==> config.mk <==
export PLATFORM = sky130hd
export DESIGN_NAME = demux4_stream
export DESIGN_NICKNAME = d
export VERILOG_FILES = /design/src/rtl/demux_pkg.sv /design/src/rtl/demux_slot.sv /design/src/rtl/demux4_stream.sv
export SDC_FILE = /design/constraint.sdc
export NUM_CORES = 1
export LEC_CHECK = 0
export ABC_CLOCK_PERIOD_IN_PS = 1600
export BUFFER_PORTS_ARGS = -buffer_cell sky130_fd_sc_hd__clkbuf_2
export CAP_MARGIN = 0
export CORE_MARGIN = 5
export CORE_UTILIZATION = 45
export DETAILED_ROUTE_END_ITERATION = 8
export HOLD_SLACK_MARGIN = 0.12
export MAX_ROUTING_LAYER = met4
export PLACE_DENSITY = 0.75
export SYNTH_ARGS = -nofsm -noshare
export SYNTH_HDL_FRONTEND = slang
export SYNTH_SLANG_ARGS = --single-unit
==> constraint.sdc <==
create_clock -name clk -period 1.6 [get_ports clk]
set_input_delay 0.4 -clock clk [delete_from_list [all_inputs] [get_ports clk]]
set_output_delay 0.4 -clock clk [all_outputs]
set_load 0.02 [all_outputs]
==> src/rtl/demux_pkg.sv <==
// Shared definitions for the 1-to-4 stream demultiplexer.
//
// Contents:
//   NUM_OUT      - number of output channels
//   SEL_W        - width of the channel select
//   chan_idx_t   - channel index type
//   slot_state_e - occupancy state of a one-entry output slot
package demux_pkg;

  localparam int NUM_OUT = 4;
  localparam int SEL_W   = 2;

  typedef logic [SEL_W-1:0] chan_idx_t;

  typedef enum logic {
    SLOT_EMPTY = 1'b0,
    SLOT_FULL  = 1'b1
  } slot_state_e;

endpackage : demux_pkg

==> src/rtl/demux_slot.sv <==
// One-entry output slot: a data register with a valid/ready drain handshake.
//
// Ports:
//   clk      - clock, rising edge
//   reset    - synchronous active-high reset; empties the slot and zeroes q
//   load     - write d into the slot at the next edge (slot becomes FULL)
//   d        - data to load
//   q        - held data; keeps its last value while the slot is EMPTY
//   valid    - slot is FULL
//   ready    - consumer takes the held word this cycle
//   can_load - a load this cycle will not overwrite an untaken word
module demux_slot
  import demux_pkg::*;
#(
  parameter int WIDTH = 8
) (
  input  logic             clk,
  input  logic             reset,
  input  logic             load,
  input  logic [WIDTH-1:0] d,
  output logic [WIDTH-1:0] q,
  output logic             valid,
  input  logic             ready,
  output logic             can_load
);

  slot_state_e state, state_next;

  // Occupancy state register.
  always_ff @(posedge clk) begin
    if (reset) begin
      state <= SLOT_EMPTY;
    end else begin
      state <= state_next;
    end
  end

  // A load wins over a drain in the same cycle, so a slot being emptied and
  // refilled at once stays FULL and carries the new word.
  always_comb begin
    state_next = state;
    case (state)
      SLOT_EMPTY: begin
        if (load) state_next = SLOT_FULL;
      end
      SLOT_FULL: begin
        if (load)       state_next = SLOT_FULL;
        else if (ready) state_next = SLOT_EMPTY;
      end
      default: state_next = SLOT_EMPTY;
    endcase
  end

  // Data register: only a load changes it, so the last word stays visible
  // after it has been drained.
  always_ff @(posedge clk) begin
    if (reset) begin
      q <= '0;
    end else if (load) begin
      q <= d;
    end
  end

  assign valid    = (state == SLOT_FULL);
  assign can_load = (state == SLOT_EMPTY) || ready;

endmodule : demux_slot

==> src/rtl/demux4_stream.sv <==
// Registered 1-to-4 stream demultiplexer. Each input word is routed by sel
// into one of four one-entry slots, each with its own valid/ready handshake.
//
// Ports:
//   clk         - clock, rising edge
//   reset       - synchronous active-high reset; discards all held words
//   din, sel    - input word and its destination channel
//   in_valid    - producer presents din/sel
//   in_ready    - the selected slot can take din this cycle
//   dout_0..3   - registered channel data
//   out_valid   - bit i: channel i holds a word
//   out_ready   - bit i: consumer i takes its word this cycle
//   busy        - at least one channel holds a word
//   xfer_cnt    - number of accepted input words, wrapping
module demux4_stream
  import demux_pkg::*;
#(
  parameter int WIDTH = 8,
  parameter int CNT_W = 16
) (
  input  logic               clk,
  input  logic               reset,
  input  logic [WIDTH-1:0]   din,
  input  chan_idx_t          sel,
  input  logic               in_valid,
  output logic               in_ready,
  output logic [WIDTH-1:0]   dout_0,
  output logic [WIDTH-1:0]   dout_1,
  output logic [WIDTH-1:0]   dout_2,
  output logic [WIDTH-1:0]   dout_3,
  output logic [NUM_OUT-1:0] out_valid,
  input  logic [NUM_OUT-1:0] out_ready,
  output logic               busy,
  output logic [CNT_W-1:0]   xfer_cnt
);

  logic [NUM_OUT-1:0] load;
  logic [NUM_OUT-1:0] can_load;
  logic [WIDTH-1:0]   slot_q [NUM_OUT];
  logic               accept;

  // in_ready looks only at the currently selected slot, so a stalled
  // producer that switches sel is re-evaluated immediately, and a slot being
  // drained this cycle can be refilled in the same cycle.
  assign in_ready = !reset && can_load[sel];
  assign accept   = in_valid && in_ready;

  // Decode the accepted word into a single load strobe.
  always_comb begin
    load = '0;
    if (accept) load[sel] = 1'b1;
  end

  for (genvar i = 0; i < NUM_OUT; i++) begin : g_slot
    demux_slot #(
      .WIDTH(WIDTH)
    ) u_slot (
      .clk      (clk),
      .reset    (reset),
      .load     (load[i]),
      .d        (din),
      .q        (slot_q[i]),
      .valid    (out_valid[i]),
      .ready    (out_ready[i]),
      .can_load (can_load[i])
    );
  end

  assign dout_0 = slot_q[0];
  assign dout_1 = slot_q[1];
  assign dout_2 = slot_q[2];
  assign dout_3 = slot_q[3];

  assign busy = |out_valid;

  // Accepted-word counter, wraps naturally at 2^CNT_W.
  always_ff @(posedge clk) begin
    if (reset) begin
      xfer_cnt <= '0;
    end else if (accept) begin
      xfer_cnt <= xfer_cnt + CNT_W'(1);
    end
  end

endmodule : demux4_stream

== Word-level counts from Yosys, hierarchy flattened ==
Cells that the tools add are included.

* Add/sub/neg operators: 1
* $lt $le $gt $ge: 2
* Muxes and demuxes: 21
* Bitwise gates (word level): 4
* Reductions and logical operators: 9

{| class="wikitable"
|+ Operators by type and width
! kind !! number
|-
| 16-bit by 1-bit adder with 16-bit output, second input constant || 1
|-
| 1-bit two-way mux || 14
|-
| 1-bit case mux with 2 select lines || 4
|-
| 1-bit logical OR || 4
|-
| 4-bit two-way mux || 1
|-
| 1-bit inverter || 4
|-
| 4-bit OR reduction || 1
|-
| 1-bit logical AND || 3
|-
| 2-bit by 3-bit less-than comparator with 1-bit output, second input constant || 1
|-
| 1-bit binary-select mux with 2-bit select || 1
|-
| 1-bit demux with 2-bit select || 1
|-
| 2-bit by 1-bit >= comparator with 1-bit output, second input constant || 1
|-
| 1-bit logical NOT || 1
|}

* Register bits: 52
* Output and inout port bits: 54

== Logic depth before layout (Yosys ltp) ==
* Depth in word-level cells: 9
* Depth in mapped cells: 7
* Mapped depth without buffers: 6

== Cells and area by module ==
Synthesis repeated with hierarchy kept, for this count alone.

* Cell total of the unflattened synthesis: 214
* Area, all modules: 2104.5 sq um

{| class="wikitable"
|+ By module, submodules not included
! module !! instances !! cells each !! area an instance (sq um)
|-
| demux_slot || 4 || 30 || 321.6
|-
| demux4_stream || 1 || 94 || 818.3
|}

== Worst setup path before layout ==
Ideal clock, no wire load.

* Kind: input to register
* Start: input reset
* End: register xfer_cnt[13]
* Setup time: 71 ps
* Arrival: 1588 ps
* Data required time: 1529 ps
* Slack: -58 ps
* Stages: 6
* Path buffers: 1
* Cell sequence: buf_2 > nand2b_4 > a311oi_4 > nand2_4 > or3_1 > a21oi_1

* Cells in the longest elaborated chain, start to end: 3

{| class="wikitable"
|+ Ends and longest elaborated chain
! what !! line !! source
|-
| from (decl) || demux4_stream.sv:22 || <nowiki>input logic reset,</nowiki>
|-
| 1-bit logical NOT || demux4_stream.sv:45 || <nowiki>assign in_ready = !reset && can_load[sel];</nowiki>
|-
| 1-bit logical AND || demux4_stream.sv:45 ||
|-
| 1-bit logical AND || demux4_stream.sv:46 || <nowiki>assign accept = in_valid && in_ready;</nowiki>
|-
| to (signal assigned) || demux4_stream.sv:81 || <nowiki>xfer_cnt <= xfer_cnt + CNT_W'(1);</nowiki>
|-
| to (decl) || demux4_stream.sv:34 || <nowiki>output logic [CNT_W-1:0] xfer_cnt</nowiki>
|}

Parallel ways exist; a longest one is shown, timed or not.
A chain may end at the register's enable or synchronous reset.

== Final worst setup path ==
* Start: register g_slot[3].u_slot.state
* End: output busy

* Cells in the longest elaborated chain, start to end: 1

{| class="wikitable"
|+ Ends and longest elaborated chain
! what !! line !! source
|-
| from (decl) || demux_slot.sv:27 || <nowiki>slot_state_e state, state_next;</nowiki>
|-
| from (signal assigned) || demux_slot.sv:34 || <nowiki>state <= state_next;</nowiki>
|-
| 4-bit OR reduction || demux4_stream.sv:74 || <nowiki>assign busy = |out_valid;</nowiki>
|-
| to (decl) || demux4_stream.sv:33 || <nowiki>output logic busy,</nowiki>
|}

No other way between the ends.

==> impl_metrics.csv <==
group,metric,value,unit
critical_path,critical_path_class,"reg2out",
global_route,antenna_found_initial,0,
layout,layout.nets,335,
clocking,clkTransAtPathRegs,100,ps
die,core_area,0.00472,sq mm
logic_synthesis,synthCells,224,
pwr,power_leakage,1.42,nW
clocking,cts_tree,"yes",
outcome,violations,"negative setup slack",
die,die_w,79.6,um
route,ant_nets,0,
global_route,track_usage,18.0,%
die,rows,25,
placed_design,placed_cells,372,
die,io-pin-count,71,
global_route,grt_max_degree,37,
clocking,ctsHoldBuffers,0,
layout,area_growth,36.8,%
die,die_h,79.6,um
route,drt_first_pass_iters,6,
sta,setup_tns,-368,ps
logic_synthesis,yosysWarnings,0,
logic_synthesis,synth_area,0.00218,sq mm
pwr,ir_worst_vdd,0.696,mV
layout,final_area,0.00298,sq mm
die,dieArea,0.00634,sq mm
global_route,grt_overflow,0,
pwr,p_per_area,789,mW/mm^2
critical_path,crit_arrival,1390,ps
critical_path,crit_path_top_delay_cell,"or4_4",
route,wl_met1,2360,um
clocking,clock_path_buffers,2,
logic_synthesis,async_reset_ff_share,0,%
route,drtIter0Drc,118,
layout,num-fill-cells,399,
layout,antenna_cells,0,
layout,drive_gt1_share,43.4,%
critical_path,cp.required,1200,ps
critical_path,cpPeakStageDelay,510,ps
sta,worst_slack,-192,ps
route,vias,1928,
route,top_layer_used,"met4",
sta,rsz0062_at_grt,"true",
logic_synthesis,synth-edff-count,0,
placed_design,numPortBuffers,70,
placed_design,placed_cell_area,0.00274,sq mm
route,wl,5520,um
route,vias_per_cell,5.01,
die,initial_core_util,46.1,%
clocking,clkLatencyLatePin,310,ps
clocking,htreeDepth,2,
sta,slew_headroom,73.3,%
sta,whs,369,ps
logic_synthesis,synthFlopType,"dfxtp_1",
critical_path,startpoint_type,"register",
logic_synthesis,synth_fp_nets,242,
route,wl_per_cell,14.3,um
sta,fmax,0.558,GHz
clocking,cts_sinks,52,
critical_path,path_cells,"buf_6 -> or4_4 -> buf_8",
global_route,grt_first_pass_wirelength,8780,um
sta,setup_viol,3,
route,met3WireLength,368,um
logic_synthesis,ys_ff_latch,52,
hold_path,min-delay-path-class,"in2reg",
logic_synthesis,avgSynthCellArea,9.73,sq um
sta,period_needed,1790,ps
global_route,grt_pass1_vias,1917,
sta,hold_viol,0,
critical_path,endpoint_kind,"output pin",
route,remaining_drc_errors,0,
logic_synthesis,synth_cell_types,37,
sta,drv_slew,0,
critical_path,cp_max_fo,2,
placed_design,place.gp.congestion,0.788,
flow_run,maxCapViolCount,0,
sta,tightest_slew,397,ps
placed_design,dpl.hpwl,3930,um
layout,final_cells,385,
outcome,outcome,"finished with violations",
placed_design,pre_cts_ws,-127,ps
logic_synthesis,seq_area_frac_synth,47.8,%
sta,finClkSkew,11.0,ps
clocking,cts_root_buf,"clkbuf_8",
sta,period_share,112,%
clocking,cts_buffers,5,
route,wl_met2,2730,um
-- synth_stat cells, types with 3 or more instances --
cell      number  share of area (%)
nand2_1        5               0.86
mux2i_1       32                 15
nor2_1        50                8.6
buf_2          5                1.1
nand2b_1       3               0.86
xor2_1        12                4.8
inv_1          5               0.86
buf_4          4                1.4
clkbuf_1       5               0.86
nand4_1        6                1.7
dfxtp_1       52                 48
nand3_1       11                2.5
a21oi_1        6                1.4
-- flip-flops by register name (all words and copies together) (netlist names) --
name / count
g_slot.u_slot.q: 32
g_slot.u_slot.valid: 4
xfer_cnt: 16
-- cells in the final DEF, fill, tap and decap left out, drive strengths merged, types with 2 or more instances in the layout --
cell	instances
a21oi	6
and3	2
buf	34
clkbuf	73
dfxtp	52
inv	6
mux2i	32
nand2	6
nand2b	4
nand3	11
nand4	6
nor2	50
nor3	4
nor4	2
xor2	12
-- path summary, 6_finish.rpt --
kind | start | end | slack [ps] | cells past startpoint
setup reg to reg | xfer_cnt[3]$_SDFFE_PP0P_ | xfer_cnt[15]$_SDFFE_PP0P_ | -20 | 5
hold / removal | din[4] | g_slot[3].u_slot.q[4]$_SDFFE_PP0P_ | 370 | 3
setup / recovery | g_slot[3].u_slot.valid$_SDFF_PP0_ | busy | -190 | 3
hold reg to reg | g_slot[1].u_slot.q[3]$_SDFFE_PP0P_ | g_slot[1].u_slot.q[3]$_SDFFE_PP0P_ | 500 | 2
-- stage by stage --
step	utilization [%]	total power, mW
after detailed placement	58.1	1.59
after global routing	63.1	2.48
after CTS	60.9	2.37
after global placement	58.1	1.58
after floorplan	-	1.49
final	63.1	2.35
-- where the power goes --
part	internal (mW)	switching (mW)
Sequential	1.32	0.0150
Combinational	0.107	0.142
Clock	0.322	0.451
Total	1.75	0.608
-- timing repair --
action / 4_1_cts / 5_1_grt
gates resized for setup: 11 / 21
cloned: 0 / 1
pin swaps: 4 / 10
setup endpoints to repair: 4 / 16
setup buffers: 1 / 4
-- per-layer routing --
metal,GRT usage (%),vias up
met1,21.8,907
li1,-,947
met3,5.08,7
met4,4.81,0
met2,29.3,67
met5,-,-
-- logic make-up (layout without fill, tap and decap cells) --
logic type,after synthesis,count (layout),share of synthesized area (%)
simple gates,94,94,22.4
xor+xnor,13,13,5.22
compound gates,11,11,4.08
fa+ha+maj,1,1,0.574
buf+inv,21,115,5.28
mux,32,32,14.7
flops,52,52,47.8
-- final cells by class --
type                       instances  area, sq um  share of cell area (%)
inverter                           5         18.8                   0.629
clock inverter                     3         27.5                   0.923
multi-input combinational        151         1110                    37.1
timing repair buffer             102          623                    20.9
clock buffer                       5         68.8                    2.31
tap                               67         83.8                    2.81
sequential                        52         1050                    35.3
-- critical path, delay by kind of cell, from the launching register on --
family                 cells  cell delay, ps
AND/OR/NAND/NOR            1             510
buffers and inverters      2             250
flip-flops                 1             330
No activity file was read; power rests on OpenSTA's default activity.
